--- src/rtl/riscv_pkg.sv ---
// Shared ALU control codes, datapath sizes and forwarding-select type for the integer pipeline.
package riscv_pkg;

  localparam int XLEN  = 32;
  localparam int RADDR = 5;

  localparam logic [3:0] ALU_ADD  = 4'b0000;
  localparam logic [3:0] ALU_SUB  = 4'b0111;
  localparam logic [3:0] ALU_SLT  = 4'b0100;
  localparam logic [3:0] ALU_SLTU = 4'b1100;
  localparam logic [3:0] ALU_AND  = 4'b0010;
  localparam logic [3:0] ALU_OR   = 4'b0001;
  localparam logic [3:0] ALU_XOR  = 4'b1001;
  localparam logic [3:0] ALU_LUI  = 4'b0110;
  localparam logic [3:0] ALU_SLL  = 4'b1000;
  localparam logic [3:0] ALU_SRL  = 4'b1010;
  localparam logic [3:0] ALU_SRA  = 4'b1110;

  typedef enum logic [1:0] {
    FWD_REG = 2'd0,
    FWD_MEM = 2'd1,
    FWD_WB  = 2'd2
  } fwd_sel_t;

endpackage

--- src/rtl/id_ex_stage_fwd_unit.sv ---
// Operand forwarding select: picks MEM, then WB, then register-file data for one source index.
// Purely combinational; x0 never forwards.
module fwd_unit
  import riscv_pkg::*;
#(
  parameter int RADDR_W = RADDR
) (
  input  logic [RADDR_W-1:0] rs_i,
  input  logic [RADDR_W-1:0] mem_rd_i,
  input  logic               mem_reg_write_i,
  input  logic [RADDR_W-1:0] wb_rd_i,
  input  logic               wb_reg_write_i,
  output fwd_sel_t           sel_o
);

  logic rs_nz;
  assign rs_nz = (rs_i != '0);

  always_comb begin
    sel_o = FWD_REG;
    if (rs_nz && mem_reg_write_i && (mem_rd_i == rs_i)) begin
      sel_o = FWD_MEM;
    end else if (rs_nz && wb_reg_write_i && (wb_rd_i == rs_i)) begin
      sel_o = FWD_WB;
    end
  end

endmodule

--- src/rtl/id_ex_stage.sv ---
// ID/EX pipeline register feeding the ALU, with MEM/WB forwarding, load-use bubble, flush and hold.
// One cycle from capture to X/Y/CONTROL; forwarding is combinational on the registered indices.
module id_ex_stage
  import riscv_pkg::*;
#(
  parameter int XLEN_W  = XLEN,
  parameter int RADDR_W = RADDR
) (
  input  logic               clk_i,
  input  logic               reset_i,
  input  logic               id_valid_i,
  input  logic [XLEN_W-1:0]  id_pc_i,
  input  logic [RADDR_W-1:0] id_rs1_i,
  input  logic [RADDR_W-1:0] id_rs2_i,
  input  logic [XLEN_W-1:0]  id_rs1_data_i,
  input  logic [XLEN_W-1:0]  id_rs2_data_i,
  input  logic [XLEN_W-1:0]  id_imm_i,
  input  logic [RADDR_W-1:0] id_rd_i,
  input  logic [3:0]         id_alu_ctrl_i,
  input  logic               id_sel_x_i,
  input  logic               id_sel_y_i,
  input  logic               id_reg_write_i,
  input  logic               id_mem_read_i,
  input  logic [RADDR_W-1:0] mem_rd_i,
  input  logic               mem_reg_write_i,
  input  logic [XLEN_W-1:0]  mem_result_i,
  input  logic [RADDR_W-1:0] wb_rd_i,
  input  logic               wb_reg_write_i,
  input  logic [XLEN_W-1:0]  wb_data_i,
  input  logic               flush_i,
  input  logic               hold_i,
  output logic [XLEN_W-1:0]  x_o,
  output logic [XLEN_W-1:0]  y_o,
  output logic [3:0]         control_o,
  output logic               ex_valid_o,
  output logic [XLEN_W-1:0]  ex_pc_o,
  output logic [RADDR_W-1:0] ex_rd_o,
  output logic               ex_reg_write_o,
  output logic               ex_mem_read_o,
  output logic [XLEN_W-1:0]  ex_store_data_o,
  output logic               stall_o
);

  logic               valid_q, valid_d;
  logic [XLEN_W-1:0]  pc_q, pc_d;
  logic [RADDR_W-1:0] rs1_q, rs1_d, rs2_q, rs2_d, rd_q, rd_d;
  logic [XLEN_W-1:0]  rs1_data_q, rs1_data_d, rs2_data_q, rs2_data_d;
  logic [XLEN_W-1:0]  imm_q, imm_d;
  logic [3:0]         ctrl_q, ctrl_d;
  logic               sel_x_q, sel_x_d, sel_y_q, sel_y_d;
  logic               reg_write_q, reg_write_d, mem_read_q, mem_read_d;

  fwd_sel_t           fwd1_sel, fwd2_sel;
  logic [XLEN_W-1:0]  fwd_rs1, fwd_rs2;
  logic               load_use;

  fwd_unit #(.RADDR_W(RADDR_W)) u_fwd_rs1 (
    .rs_i            (rs1_q),
    .mem_rd_i        (mem_rd_i),
    .mem_reg_write_i (mem_reg_write_i),
    .wb_rd_i         (wb_rd_i),
    .wb_reg_write_i  (wb_reg_write_i),
    .sel_o           (fwd1_sel)
  );

  fwd_unit #(.RADDR_W(RADDR_W)) u_fwd_rs2 (
    .rs_i            (rs2_q),
    .mem_rd_i        (mem_rd_i),
    .mem_reg_write_i (mem_reg_write_i),
    .wb_rd_i         (wb_rd_i),
    .wb_reg_write_i  (wb_reg_write_i),
    .sel_o           (fwd2_sel)
  );

  always_comb begin
    case (fwd1_sel)
      FWD_MEM: fwd_rs1 = mem_result_i;
      FWD_WB:  fwd_rs1 = wb_data_i;
      default: fwd_rs1 = rs1_data_q;
    endcase
    case (fwd2_sel)
      FWD_MEM: fwd_rs2 = mem_result_i;
      FWD_WB:  fwd_rs2 = wb_data_i;
      default: fwd_rs2 = rs2_data_q;
    endcase
  end

  // Conservative: any index match stalls, even if the consumer ignores rs2.
  assign load_use = valid_q && mem_read_q && (rd_q != '0) && id_valid_i &&
                    ((rd_q == id_rs1_i) || (rd_q == id_rs2_i));
  assign stall_o  = load_use && !flush_i && !hold_i;

  always_comb begin
    valid_d     = valid_q;
    pc_d        = pc_q;
    rs1_d       = rs1_q;
    rs2_d       = rs2_q;
    rs1_data_d  = rs1_data_q;
    rs2_data_d  = rs2_data_q;
    imm_d       = imm_q;
    rd_d        = rd_q;
    ctrl_d      = ctrl_q;
    sel_x_d     = sel_x_q;
    sel_y_d     = sel_y_q;
    reg_write_d = reg_write_q;
    mem_read_d  = mem_read_q;
    if (flush_i || (!hold_i && load_use)) begin
      valid_d     = 1'b0;
      reg_write_d = 1'b0;
      mem_read_d  = 1'b0;
      ctrl_d      = ALU_ADD;
    end else if (hold_i) begin
      // Re-sample forwarded operands so a value survives its producer leaving WB.
      rs1_data_d = fwd_rs1;
      rs2_data_d = fwd_rs2;
    end else begin
      valid_d     = id_valid_i;
      pc_d        = id_pc_i;
      rs1_d       = id_rs1_i;
      rs2_d       = id_rs2_i;
      rs1_data_d  = id_rs1_data_i;
      rs2_data_d  = id_rs2_data_i;
      imm_d       = id_imm_i;
      rd_d        = id_rd_i;
      ctrl_d      = id_alu_ctrl_i;
      sel_x_d     = id_sel_x_i;
      sel_y_d     = id_sel_y_i;
      reg_write_d = id_reg_write_i;
      mem_read_d  = id_mem_read_i;
    end
  end

  always_ff @(posedge clk_i) begin
    if (reset_i) begin
      valid_q     <= 1'b0;
      pc_q        <= '0;
      rs1_q       <= '0;
      rs2_q       <= '0;
      rs1_data_q  <= '0;
      rs2_data_q  <= '0;
      imm_q       <= '0;
      rd_q        <= '0;
      ctrl_q      <= ALU_ADD;
      sel_x_q     <= 1'b0;
      sel_y_q     <= 1'b0;
      reg_write_q <= 1'b0;
      mem_read_q  <= 1'b0;
    end else begin
      valid_q     <= valid_d;
      pc_q        <= pc_d;
      rs1_q       <= rs1_d;
      rs2_q       <= rs2_d;
      rs1_data_q  <= rs1_data_d;
      rs2_data_q  <= rs2_data_d;
      imm_q       <= imm_d;
      rd_q        <= rd_d;
      ctrl_q      <= ctrl_d;
      sel_x_q     <= sel_x_d;
      sel_y_q     <= sel_y_d;
      reg_write_q <= reg_write_d;
      mem_read_q  <= mem_read_d;
    end
  end

  assign x_o             = sel_x_q ? pc_q : fwd_rs1;
  assign y_o             = sel_y_q ? imm_q : fwd_rs2;
  assign control_o       = ctrl_q;
  assign ex_valid_o      = valid_q;
  assign ex_pc_o         = pc_q;
  assign ex_rd_o         = rd_q;
  assign ex_reg_write_o  = reg_write_q;
  assign ex_mem_read_o   = mem_read_q;
  assign ex_store_data_o = fwd_rs2;

endmodule

--- config.mk ---
export PLATFORM = sky130hd
export DESIGN_NAME = id_ex_stage
export DESIGN_NICKNAME = d
export VERILOG_FILES = /design/src/rtl/riscv_pkg.sv /design/src/rtl/id_ex_stage_fwd_unit.sv /design/src/rtl/id_ex_stage.sv
export SDC_FILE = /design/constraint.sdc
export NUM_CORES = 1
export LEC_CHECK = 0
export CELL_PAD_IN_SITES_DETAIL_PLACEMENT = 1
export CELL_PAD_IN_SITES_GLOBAL_PLACEMENT = 1
export CORE_AREA = 3 3 204 206
export DETAILED_ROUTE_END_ITERATION = 12
export DIE_AREA = 0 0 207 209
export GPL_TIMING_DRIVEN = 0
export PLACE_DENSITY_LB_ADDON = 0.15
export SKIP_CTS_REPAIR_TIMING = 1
export SYNTH_ARGS = -nofsm -noshare
export SYNTH_HDL_FRONTEND = slang
export SYNTH_HIERARCHICAL = 1
export SYNTH_SLANG_ARGS = --single-unit
export TNS_END_PERCENT = 20
--- constraint.sdc ---
create_clock -name clk_i -period 2.7 [get_ports clk_i]
set_input_delay 0.54 -clock clk_i [delete_from_list [all_inputs] [get_ports clk_i]]
set_output_delay 0.54 -clock clk_i [all_outputs]
set_load 0.01 [all_outputs]
==> run metrics <==
CP startpoint kind flop; Mapped Nets 1,315; initial antenna violation count 4; routed vias 9,525; post-synthesis mux area share 0.319; Synth Cell Area 0.00999 mm2; first-pass GRT wire length 65,800 um; required time of the critical path around 2.2 ns; dpl cells 1,974; total track usage 0.200; Post-synth EDFFs 0; commonest non-fill, non-tap cell in the layout clkdlybuf4s50_1; core area ~0.04 mm2; final net count approximately 1.8k; post-route clock period utilization 1.31; Synth Area in XOR/XNOR 0.0263; # fillers between 4k and 5k; Die Y 209 um; drt via density 4.64; Starting Density 0.251; ys async rst share 0; Max VDD drop 0.432 mV; critical path peak fanout 7; cell type with the largest total area after synthesis dfxtp_1; Post-route DRC 0; top cells by area, synth dfxtp_1 (30%), mux2i_1 (15%), nand2b_1 (10%), mux2_4 (9.0%), mux2_2 (7.7%); post-layout instance area 0.0168 mm2; WS Path Type flop to output pin; crit path DAT around 3 ns; Reg2Reg Setup Slack -0.17 ns; most frequent cells in the layout clkdlybuf4s50_1 (263), nand2b_1 (161), mux2i_1 (150); Synth Register Bits 152; DR WL/cell around 22 um; Worst Hold Class flop to flop; Leak 6.81 nW; Die W just over 200 um; vias in the first global route a little over 10k; Final Critical Period 3.54 ns; area grow syn2layout 68.2%; Worst Skew 0.0106 ns; failing checks setup timing; grt total ovfl 0; synth warn 6; Critical Path End Type output pin; sequential-to-total area share from yosys stat 0.304; status complete, but fails checks; Clock Latency Late Sink 0.45 ns; Adder-Cell Fraction of Synth Area 0.00501; simple-gate area share of the yosys netlist 0.206; Tightest Pin Transition ~1.0 ns; Post-Syn Instances 1,079; Mapped Avg Cell Area about 9.3 um2; largest net degree at the start of global routing 17; Yosys top cell area share 0.304; DP Area ~0.015 mm2; top-level port count 373; drt pass-1 iters 4; Max Cap Violations 0; Netlist cell types 34; CTS Buf Count 17; H-Tree Depth 4; full die area 0.0433 mm2; min setup slack post-route -0.835 ns; drt initial violations between 200 and 250; Max-slew headroom 0.327; RSZ-0062 raised after global routing yes; Compound-Gate Fraction of Synth Area 0.0871; Slew Viols, Final 0; largest family of logic cells by synthesized area multiplexers; Clock Tree Buf Depth 2; count of final setup violators 107; FMAX 283 MHz; Util after Layout 0.422; GPL Wtd Cong 0.781; final WL 45,700 um; Row Count 73; clk slew on worst S/H paths approximately 0.060 ns; root buffer cell clkbuf_16; Most used DFF post-synth dfxtp_1; share of cells above drive strength 1 0.330; Antenna Nets Post-Route 0; clk sinks 152; final cell count without fillers between 2k and 2.5k; final hold violations 0; WHS 0.472 ns; placed wire-length estimate 35,100 um; input/output buffers 370; CTS tree yes; total power per unit cell area about 380 mW/mm2
## critical path, stage by stage (launching register included)
cell       delay [ns]
dfxtp_4          0.36
or4_4            0.54
nor2_4           0.14
a2111oi_4        0.05
buf_4            0.15
ha_4             0.21
buf_12           0.14
buf_8            0.13
buf_4            0.13
a22oi_2          0.19
o21ai_4          0.10
mux2_4           0.28
buf_6            0.12
## cell usage after synthesis (all sizes together), types with 3 or more instances
cell type,n
a22oi,65
buf,19
clkbuf,71
dfxtp,152
ha,4
inv,4
mux2,128
mux2i,152
nand2,66
nand2b,161
nor2,77
nor2b,64
nor3,3
o21ai,66
or4,3
xnor2,12
xor2,18
## metrics by stage
stage          setup TNS [ns]  setup WS (ns)  power [mW]
2_1_floorplan           -7.89         -0.148        3.26
3_3_place_gp          -231.09          -2.17        4.09
3_5_place_dp          -232.18          -2.15        4.10
4_1_cts               -202.72          -2.16        6.45
5_1_grt                -82.25         -0.939        6.76
6_report               -68.27         -0.835        6.44
## sequential cells by signal, indices dropped and copies added (netlist names)
signal	count
ex_pc_o	32
imm_q	32
rs1_data_q	32
rs2_data_q	32
ex_rd_o	5
rs1_q	5
rs2_q	5
control_o	4
ex_mem_read_o	1
ex_reg_write_o	1
ex_valid_o	1
sel_x_q	1
sel_y_q	1
## where the power goes
group	leakage (nW)	internal (mW)	switching [mW]
Combinational	5.31	0.964	0.739
Sequential	1.25	2.36	0.0912
Clock	0.250	1.27	1.01
Total	6.81	4.59	1.85
## layer usage
layer	global-route usage	routed length, um
met1	0.249	20100
met5	0	54
met2	0.349	22700
met4	0.0365	653
met3	0.0528	2270
## layout make-up
class                           count  area [um2]  area share
Sequential cell                   152        3070       0.182
Multi-Input combinational cell    833        7690       0.457
Clock buffer                       24         462      0.0275
Timing Repair Buffer              421        4080       0.243
Clock inverter                      4        48.8     0.00290
Antenna cell                        2        5.00    0.000298
Buffer                             88         795      0.0473
Inverter                            4        15.0    0.000893
Tap cell                          525         657      0.0391
## cells by family after synthesis
kind of cell	after synthesis
simple gates	384
flops	152
compound gates	135
mux	280
buf+inv	94
fa+ha+maj	4
xor+xnor	30
## worst paths after layout
path              startpoint        endpoint  cells after the start
hold / removal      imm_q[0]        imm_q[0]                      2
setup reg to reg    rs2_q[3]  rs2_data_q[17]                     14
hold reg to reg     imm_q[0]        imm_q[0]                      2
setup / recovery    rs2_q[3]         y_o[17]                     12
(Power assumes the default switching activity.)
